$ cat src/rtl/bg_scroll_ctrl.sv
// Purpose : frame-synchronous background scroll controller (idle/run/halt game phase FSM),
//           per-frame scroll offset and speed schedule, climb distance, texture address.
// Latency : pixel_addr is registered, 1 cycle after vcount_in/hcount_in; state updates on a frame tick
//           take effect at the edge ending the tick cycle.
// Backpressure: none; free-running, every input is sampled every cycle.
//
// Ports:
//   pclk_in           pixel clock
//   rst_in            synchronous active-high reset
//   vcount_in[10:0]   vertical pixel counter
//   hcount_in[10:0]   horizontal pixel counter
//   vblnk_in          vertical blanking; its rising edge is the frame tick
//   start_in          pulse: IDLE->RUN, HALT->IDLE
//   stop_in           pulse: RUN->HALT
//   boost_in          (BG_SCROLL_BOOST_EN only) doubles the advance on a RUN tick
//   pixel_addr[11:0]  {tile row, tile column} texture address
//   scroll_y[5:0]     vertical offset, wraps mod 64
//   speed[2:0]        speed level, pixels/frame
//   distance[15:0]    pixels climbed, saturating
//   running           high in RUN
//
// Optional feature macro: BG_SCROLL_BOOST_EN

module bg_scroll_ctrl #(
   parameter int FRAMES_PER_LEVEL = 600,
   parameter int MAX_SPEED        = 4
) (
   input  logic        pclk_in,
   input  logic        rst_in,
   input  logic [10:0] vcount_in,
   input  logic [10:0] hcount_in,
   input  logic        vblnk_in,
   input  logic        start_in,
   input  logic        stop_in,
`ifdef BG_SCROLL_BOOST_EN
   input  logic        boost_in,
`endif
   output logic [11:0] pixel_addr,
   output logic [5:0]  scroll_y,
   output logic [2:0]  speed,
   output logic [15:0] distance,
   output logic        running
);

   localparam logic [15:0] FPL_LAST = 16'(FRAMES_PER_LEVEL - 1);
   localparam logic [2:0]  MAX_SPD  = 3'(MAX_SPEED);

   typedef enum logic [1:0] {
      IDLE = 2'd0,
      RUN  = 2'd1,
      HALT = 2'd2
   } state_t;

   state_t      state;
   logic        vblnk_d;
   logic [15:0] frame_cnt;

   logic        tick;
   logic [3:0]  adv;
   logic [5:0]  scroll_next;
   logic [16:0] dist_sum;
   logic [5:0]  row_dat;
   logic        unused_bits;

   // Only the low 6 bits of the counters address a 64x64 tile.
   assign unused_bits = ^{vcount_in[10:6], hcount_in[10:6]};

   // A tick in the first post-reset cycle (vblnk_in already high) is harmless:
   // the FSM is in IDLE, where ticks never change state.
   assign tick = vblnk_in & ~vblnk_d;

   always_comb begin
      adv = {1'b0, speed};
`ifdef BG_SCROLL_BOOST_EN
      if (boost_in) begin
         adv = {speed, 1'b0};
      end
`endif
   end

   assign scroll_next = scroll_y + {2'b00, adv};
   assign dist_sum    = {1'b0, distance} + {13'd0, adv};
   // Row moves opposite to the climb so the texture slides downward.
   assign row_dat     = vcount_in[5:0] - scroll_y;

   always_ff @(posedge pclk_in) begin
      if (rst_in) begin
         state      <= IDLE;
         vblnk_d    <= 1'b0;
         frame_cnt  <= 16'd0;
         pixel_addr <= 12'd0;
         scroll_y   <= 6'd0;
         speed      <= 3'd0;
         distance   <= 16'd0;
         running    <= 1'b0;
      end else begin
         vblnk_d    <= vblnk_in;
         pixel_addr <= {row_dat, hcount_in[5:0]};

         case (state)
            IDLE: begin
               // A coincident tick is swallowed: the transition itself is the only effect.
               if (start_in) begin
                  state     <= RUN;
                  running   <= 1'b1;
                  speed     <= 3'd1;
                  frame_cnt <= 16'd0;
               end
            end

            RUN: begin
               // stop has priority over both start and a coincident tick.
               if (stop_in) begin
                  state   <= HALT;
                  running <= 1'b0;
               end else if (tick) begin
                  scroll_y <= scroll_next;
                  distance <= dist_sum[16] ? 16'hFFFF : dist_sum[15:0];
                  if (frame_cnt == FPL_LAST) begin
                     frame_cnt <= 16'd0;
                     if (speed < MAX_SPD) begin
                        speed <= speed + 3'd1;
                     end
                  end else begin
                     frame_cnt <= frame_cnt + 16'd1;
                  end
               end
            end

            HALT: begin
               if (start_in) begin
                  state     <= IDLE;
                  running   <= 1'b0;
                  scroll_y  <= 6'd0;
                  distance  <= 16'd0;
                  speed     <= 3'd0;
                  frame_cnt <= 16'd0;
               end
            end

            default: begin
               state   <= IDLE;
               running <= 1'b0;
            end
         endcase
      end
   end

endmodule

$ cat config.mk
export PLATFORM = sky130hd
export DESIGN_NAME = bg_scroll_ctrl
export DESIGN_NICKNAME = d
export VERILOG_FILES = /design/src/rtl/bg_scroll_ctrl.sv
export SDC_FILE = /design/constraint.sdc
export NUM_CORES = 1
export LEC_CHECK = 0
export ABC_AREA = 1
export CAP_MARGIN = 30
export CORE_MARGIN = 1
export CORE_UTILIZATION = 56
export CTS_CLUSTER_SIZE = 20
export DETAILED_ROUTE_END_ITERATION = 12
export PLACE_DENSITY = 0.86
export SYNTH_ARGS = -nofsm -noshare
export SYNTH_HDL_FRONTEND = slang
export SYNTH_SLANG_ARGS = --single-unit
$ cat constraint.sdc
create_clock -name pclk_in -period 4.9 [get_ports pclk_in]
set_input_delay 0.735 -clock pclk_in [delete_from_list [all_inputs] [get_ports pclk_in]]
set_output_delay 0.735 -clock pclk_in [all_outputs]
set_load 0.05 [all_outputs]
==> results of run 1 <==
[power by group through the flow]
stage / sequential [mW] / clock (mW) / combinational [mW]
after floorplan: 0.624 / 0 / 0.353
after global routing: 0.546 / 0.396 / 0.609
after global placement: 0.547 / 0 / 0.532
final: 0.540 / 0.370 / 0.556
after detailed placement: 0.549 / 0 / 0.551
after CTS: 0.540 / 0.373 / 0.555
[routing by layer]
layer	global-route usage, %	vias up	routed length, µm
met5	0	-	0
met4	15.09	0	143
met3	5.402	18	331
met2	47.65	70	4051
met1	30.63	1534	3484
li1	-	1673	-
[metrics by stage]
| step | cells | worst slack [ns] | total power [mW] | util, % | instance area, µm² |
|---|---|---|---|---|---|
| 4_1_cts | 618 | 2.394 | 1.468 | 72.00 | 4038 |
| 5_1_grt | 618 | 2.224 | 1.551 | 72.00 | 4038 |
| 3_3_place_gp | 606 | 2.102 | 1.079 | 69.21 | 3881 |
| 6_report | 618 | 2.400 | 1.467 | 72.00 | 4038 |
| 3_5_place_dp | 606 | 2.069 | 1.100 | 69.21 | 3881 |
| 2_1_floorplan | 490 | 2.820 | 0.9774 | - | 3311 |
[cell usage in the layout (no fill, tap or decap)]
master           instances
a21oi_1                 37
a21oi_2                  1
a31oi_1                  1
buf_4                    1
clkbuf_8                11
clkdlybuf4s50_1         54
clkinv_2                 1
dfxtp_1                 57
fa_1                     3
ha_1                    19
inv_1                   65
inv_2                    2
nand2_1                123
nand2_2                  5
nand3_1                 34
nand3b_1                 1
nand4_1                  8
nor2_1                  61
nor2_2                   3
nor2_4                   1
nor2b_1                  1
nor3_1                  10
nor3_2                   1
nor3b_1                  1
nor3b_2                  4
nor4b_1                  1
o211ai_1                 1
o21ai_0                 24
o21ai_1                  2
o21ai_2                  1
o21bai_1                 3
or2_2                    3
xnor2_1                  1
xor2_1                   5
[logic make-up (layout without fill, tap and decap cells)]
kind of cell	after synthesis	after routing
adders and majority gates	22	22
xor gates and xnor gates	6	6
buffers and inverters	78	134
DFF	57	57
AOI/OAI and AO/OA	70	70
and+or+nand+nor	257	257
[worst paths after layout]
check	startpoint	endpoint	slack [ns]	cells after the start
hold / removal	distance[2]	distance[2]	0.49	2
hold reg to reg	distance[2]	distance[2]	0.49	2
setup reg to reg	state[0]	frame_cnt[14]	2.45	8
setup / recovery	vblnk_in	frame_cnt[14]	2.40	7
[flip-flops by register name, indices dropped and copies added, names as in the netlist]
register,count
distance,16
pixel_addr,12
state,2
running,1
scroll_y,6
vblnk_d,1
speed,3
frame_cnt,16
[cell type report]
cell class | count | area [µm²] | share of cell area, %
clock buffers | 11 | 151.4 | 3.750
clock inverters | 1 | 5.005 | 0.1240
inverters | 67 | 251.5 | 6.229
multi-input cells | 355 | 1851 | 45.83
flip-flops and latches | 57 | 1141 | 28.26
well taps | 72 | 90.09 | 2.231
repair buffers | 55 | 548.0 | 13.57
[worst register-to-register path, cell delays in order (launching register included)]
cell and delay (ns):
dfxtp_1 0.39, inv_1 0.12, ha_1 0.31, nor2_2 0.25, o21ai_1 0.11, nor2b_1 0.63, nand2_2 0.13, nand2_2 0.28
nor3_1 0.10
==> metrics.csv, run 1 <==
metric;value;unit
Synth cell types;34;
Synth Area in Compound Gates;11.15;%
Synth Register Bits;57;
Post-synth EDFFs;0;
die height;78.89;µm
Async SR Flop Fraction;0;%
clk_lat worst skew;0.34;ns
CTS tree;yes;
most frequent CP cell;nand2_2;
CP cell instances;clkdlybuf4s50_1 -> nand2_1 -> o21ai_1 -> nor2b_1 -> nand2_2 -> nand2_2 -> nor3_1;
row count;27;
min Tclk post-route;2.500;ns
root buffer cell;clkbuf_8;
worst clock skew;0.007334;ns
PostCTS Resize Cnt;0;
average size of a mapped cell;6.756;µm²
outcome;finished, final reports clean;
layout cells sized above 1;6.227;%
fraction of synthesized area in multiplexers;0;%
largest family of logic cells by synthesized area;simple AND/OR/NAND/NOR gates;
top cell type's share of synthesized area;34.47;%
CP endpoint kind;flop;
ANT cells;0;
post-CTS setup buffers;0;
DIE WIDTH;78.89;µm
largest net degree at the start of global routing;35;
final-report max-slew violation count;0;
leak pwr;1.639;nW
count leader, synth;nand2_1;
Fin Hold WS;0.4884;ns
Post-Synth Simple-Gate Area;34.16;%
fill count;478;
core area;5608;µm²
synthesized cell area;3311;µm²
CTS Buf Count;9;
PD cells;363.3;nW/µm²
Synth Area in Adders;8.995;%
I/O Buffers;54;
setup violators final;0;
clock sink total;57;
CP startpoint kind;input pin;
Primary FF master, synth;dfxtp_1;
number of global-route vias before repair;3129;
HP Class;reg2reg;
max-cap violation count;0;
# nets final;594;
Placer Congestion;0.8467;
Layout area overhead;21.96;%
setup TNS;0;ns
sequential share of power;36.8;%
first-pass GRT wire length;13240;µm
sw frac;41.35;%
CP max stage cell;nor2b_1;
Synth Area in XOR/XNOR;1.587;%
Crit path max-delay family;simple AND/OR/NAND/NOR gates;
Starting Density;59.04;%
DR vias/cell;5.332;
via count;3295;
sequential fraction of the synthesis area;34.47;%
clock power share;25.2;%
Post-DRT Antenna Nets;0;
Post-Route WL;8010;µm
cell count after synthesis;490;
main area contributors after synthesis;dfxtp_1, nand2_1, inv_1;
Max VDD drop;0.0002096;V
cts hold-fix bufs;0;
Detailed Routing Iterations Pass 1;4;
wire length per cell after detailed routing;12.96;µm
Worst EP arrival;2.72;ns
RSZ-0062 raised after global routing;no;
critical path class;in2reg;
post-DP HPWL;5623;µm
num ports;65;
most common library cells after synthesis;nand2_1, inv_1, nor2_1, dfxtp_1, a21oi_1;
Worst-path clk slew;0.06;ns
clk buf depth;2;
Achievable Freq;399.9;MHz
H-Tree Depth;3;
Cell Int Power;0.8604;mW
Buf/Inv on CP;1;
initial antenna violation count;0;
Initial DRC Count;229;
Tcrit/Tclk final;51.03;%
gr usage total;27.12;%
worst slew pin tran;0.8009;ns
GR Overflow Total;0;
yosys synthesis warning count;0;
Hold Fails Final Rpt;0;
Post-Syn Nets;539;
die area;6224;µm²
DR DRC count;0;
Psw;0.6065;mW
CP max stage delay;0.68;ns
WP data required;5.12;ns
area leader, netlist;dfxtp_1;
logic gate share of total power;37.9;%
worst-path fanout max;11;
Relative slew margins;46.50;%
Note: power is estimated with default switching activity, not from simulation.
==> run 2: changes to the inputs <==
--- a/config.mk
+++ b/config.mk
@@ -8,10 +8,10 @@
 export ABC_AREA = 1
 export CAP_MARGIN = 30
 export CORE_MARGIN = 1
-export CORE_UTILIZATION = 56
+export CORE_UTILIZATION = 47
 export CTS_CLUSTER_SIZE = 20
 export DETAILED_ROUTE_END_ITERATION = 12
-export PLACE_DENSITY = 0.86
+export PLACE_DENSITY = 0.77
 export SYNTH_ARGS = -nofsm -noshare
 export SYNTH_HDL_FRONTEND = slang
 export SYNTH_SLANG_ARGS = --single-unit
==> constraint.sdc (replaced) <==
create_clock -name pclk_in -period 2.3 [get_ports pclk_in]
set_input_delay 0.345 -clock pclk_in [delete_from_list [all_inputs] [get_ports pclk_in]]
set_output_delay 0.345 -clock pclk_in [all_outputs]
set_load 0.05 [all_outputs]
==> metrics.csv, run 2 (same netlist as run 1, synthesis figures left out) <==
metric;value;unit;change
clock sink total;57;;unchanged
row count;30;;+11%
post-CTS setup buffers;0;;unchanged
CTS Buf Count;9;;unchanged
Detailed Routing Iterations Pass 1;5;;+1
number of global-route vias before repair;3001;;-4.1%
via count;3279;;-0.49%
min Tclk post-route;2.077;ns;
core area;6794;µm²;+21%
pre-CTS WS;0.2789;ns;-1.790 ns
Achievable Freq;481.5;MHz;
Max VDD drop;0.0005047;V;+140%
max-cap violation count;0;;unchanged
wire length per cell after detailed routing;11.96;µm;-7.7%
largest net degree at the start of global routing;34;;-2.9%
most common cell after layout, fill and taps aside;nand2_1;;
worst clock skew;0.008855;ns;+0.001521 ns
leak pwr;1.695;nW;+3.4%
Buf/Inv on CP;1;;unchanged
DR DRC count;0;;unchanged
top flop regs;distance (16), frame_cnt (16), pixel_addr (12);;
ANT cells;0;;unchanged
cts hold-fix bufs;0;;unchanged
Fin Hold WS;0.4795;ns;-0.008910 ns
r2r setup slk;0.25;ns;-2.20 ns
WP data required;1.96;ns;-3.16 ns
setup TNS;0;ns;unchanged
Layout area overhead;25.70;%;
Worst-path clk slew;0.07;ns;about the same
num ports;65;;unchanged
initial antenna violation count;0;;unchanged
CP max stage delay;0.87;ns;+0.19 ns
fill count;620;;+30%
die height;85.93;µm;+8.9%
Worst EP arrival;1.73;ns;-0.99 ns
Post-DRT Antenna Nets;0;;unchanged
DR vias/cell;5.029;;-5.7%
Reg area;1141;µm²;unchanged
H-Tree Depth;3;;unchanged
root buffer cell;clkbuf_8;;
layout cells sized above 1;7.914;%;+1.7 points
Starting Density;48.73;%;-10 points
CP cell instances;clkdlybuf4s50_1;;
first-pass GRT wire length;13130;µm;-0.84%
I/O Buffers;54;;unchanged
# nets final;600;;+1.0%
Tcrit/Tclk final;90.31;%;
worst-path fanout max;6;;-5
clk buf depth;2;;unchanged
most frequent cells in the layout;nand2_1, inv_1, nor2_1;;
post-DP HPWL;5592;µm;-0.55%
Multi-input gate area;1851;µm²;unchanged
clk_lat worst skew;0.34;ns;about the same
RSZ-0062 raised after global routing;no;;
DIE WIDTH;85.93;µm;+8.9%
Initial DRC Count;191;;-17%
CTS tree;yes;;
Hold Fails Final Rpt;0;;unchanged
PD cells;807.7;nW/µm²;+120%
PostCTS Resize Cnt;0;;unchanged
CP endpoint kind;output port;;
Post-Route WL;7796;µm;-2.7%
HP Class;reg2reg;;
CP max stage cell;clkdlybuf4s50_1;;
outcome;finished, final reports clean;;
Crit path max-delay family;buffers and inverters;;
worst slew pin tran;0.5107;ns;-0.2902 ns
Relative slew margins;65.85;%;+19 points
Placer Congestion;0.8402;;-0.77%
die area;7384;µm²;+19%
gr usage total;22.41;%;-4.7 points
final-report max-slew violation count;0;;unchanged
CP startpoint kind;flop;;
setup violators final;0;;unchanged
final worst slack;0.2230;ns;-2.177 ns
critical path class;reg2out;;
GR Overflow Total;0;;unchanged
-- run 2: cell types whose count changed in the layout (fill, tap and decap cells not counted), sizes merged --
cell | before | now
buf | 1 | 7
clkinv | 1 | 4
bufinv | 0 | 1
-- run 2: where the power goes --
part	total (mW)	switching [mW]	internal (mW)
registers	1.13	0.0608	1.07
clock network	0.981	0.425	0.555
logic	1.25	0.861	0.393
-- run 2: metrics by stage --
| step | total power [mW] | instances | util (%) | area, µm² |
|---|---|---|---|---|
| floorplan | 2.082 | 490 | - | 3311 |
| global placement | 2.361 | 636 | 58.23 | 3956 |
| detailed placement | 2.393 | 636 | 58.23 | 3956 |
| CTS | 3.374 | 652 | 61.25 | 4161 |
| global route | 3.552 | 652 | 61.25 | 4161 |
| finish | 3.361 | 652 | 61.25 | 4161 |
-- run 2: area by class of cell --
class	instances	share of cell area [%]
clock inverters	5	1.293
well taps	96	2.886
multi-input cells	355	44.47
flip-flops and latches	57	27.42
clock buffers	11	3.638
repair buffers	61	14.25
inverters	67	6.043
-- run 2: routing by layer --
layer / track usage (%) / share of wire [%] / up-vias
met4: 11.52 / 2.3 / 0
li1: - / - / 1684
met2: 37.45 / 48 / 95
met1: 27.79 / 45 / 1483
met3: 3.657 / 4.5 / 17
met5: 0 / 0 / -
-- run 2: final timing paths --
check                startpoint             to  depth (start not counted)
setup / recovery    scroll_y[1]    scroll_y[1]                          1
setup reg to reg       state[0]    distance[1]                          9
hold reg to reg   frame_cnt[11]  frame_cnt[11]                          2
hold / removal    frame_cnt[11]  frame_cnt[11]                          2
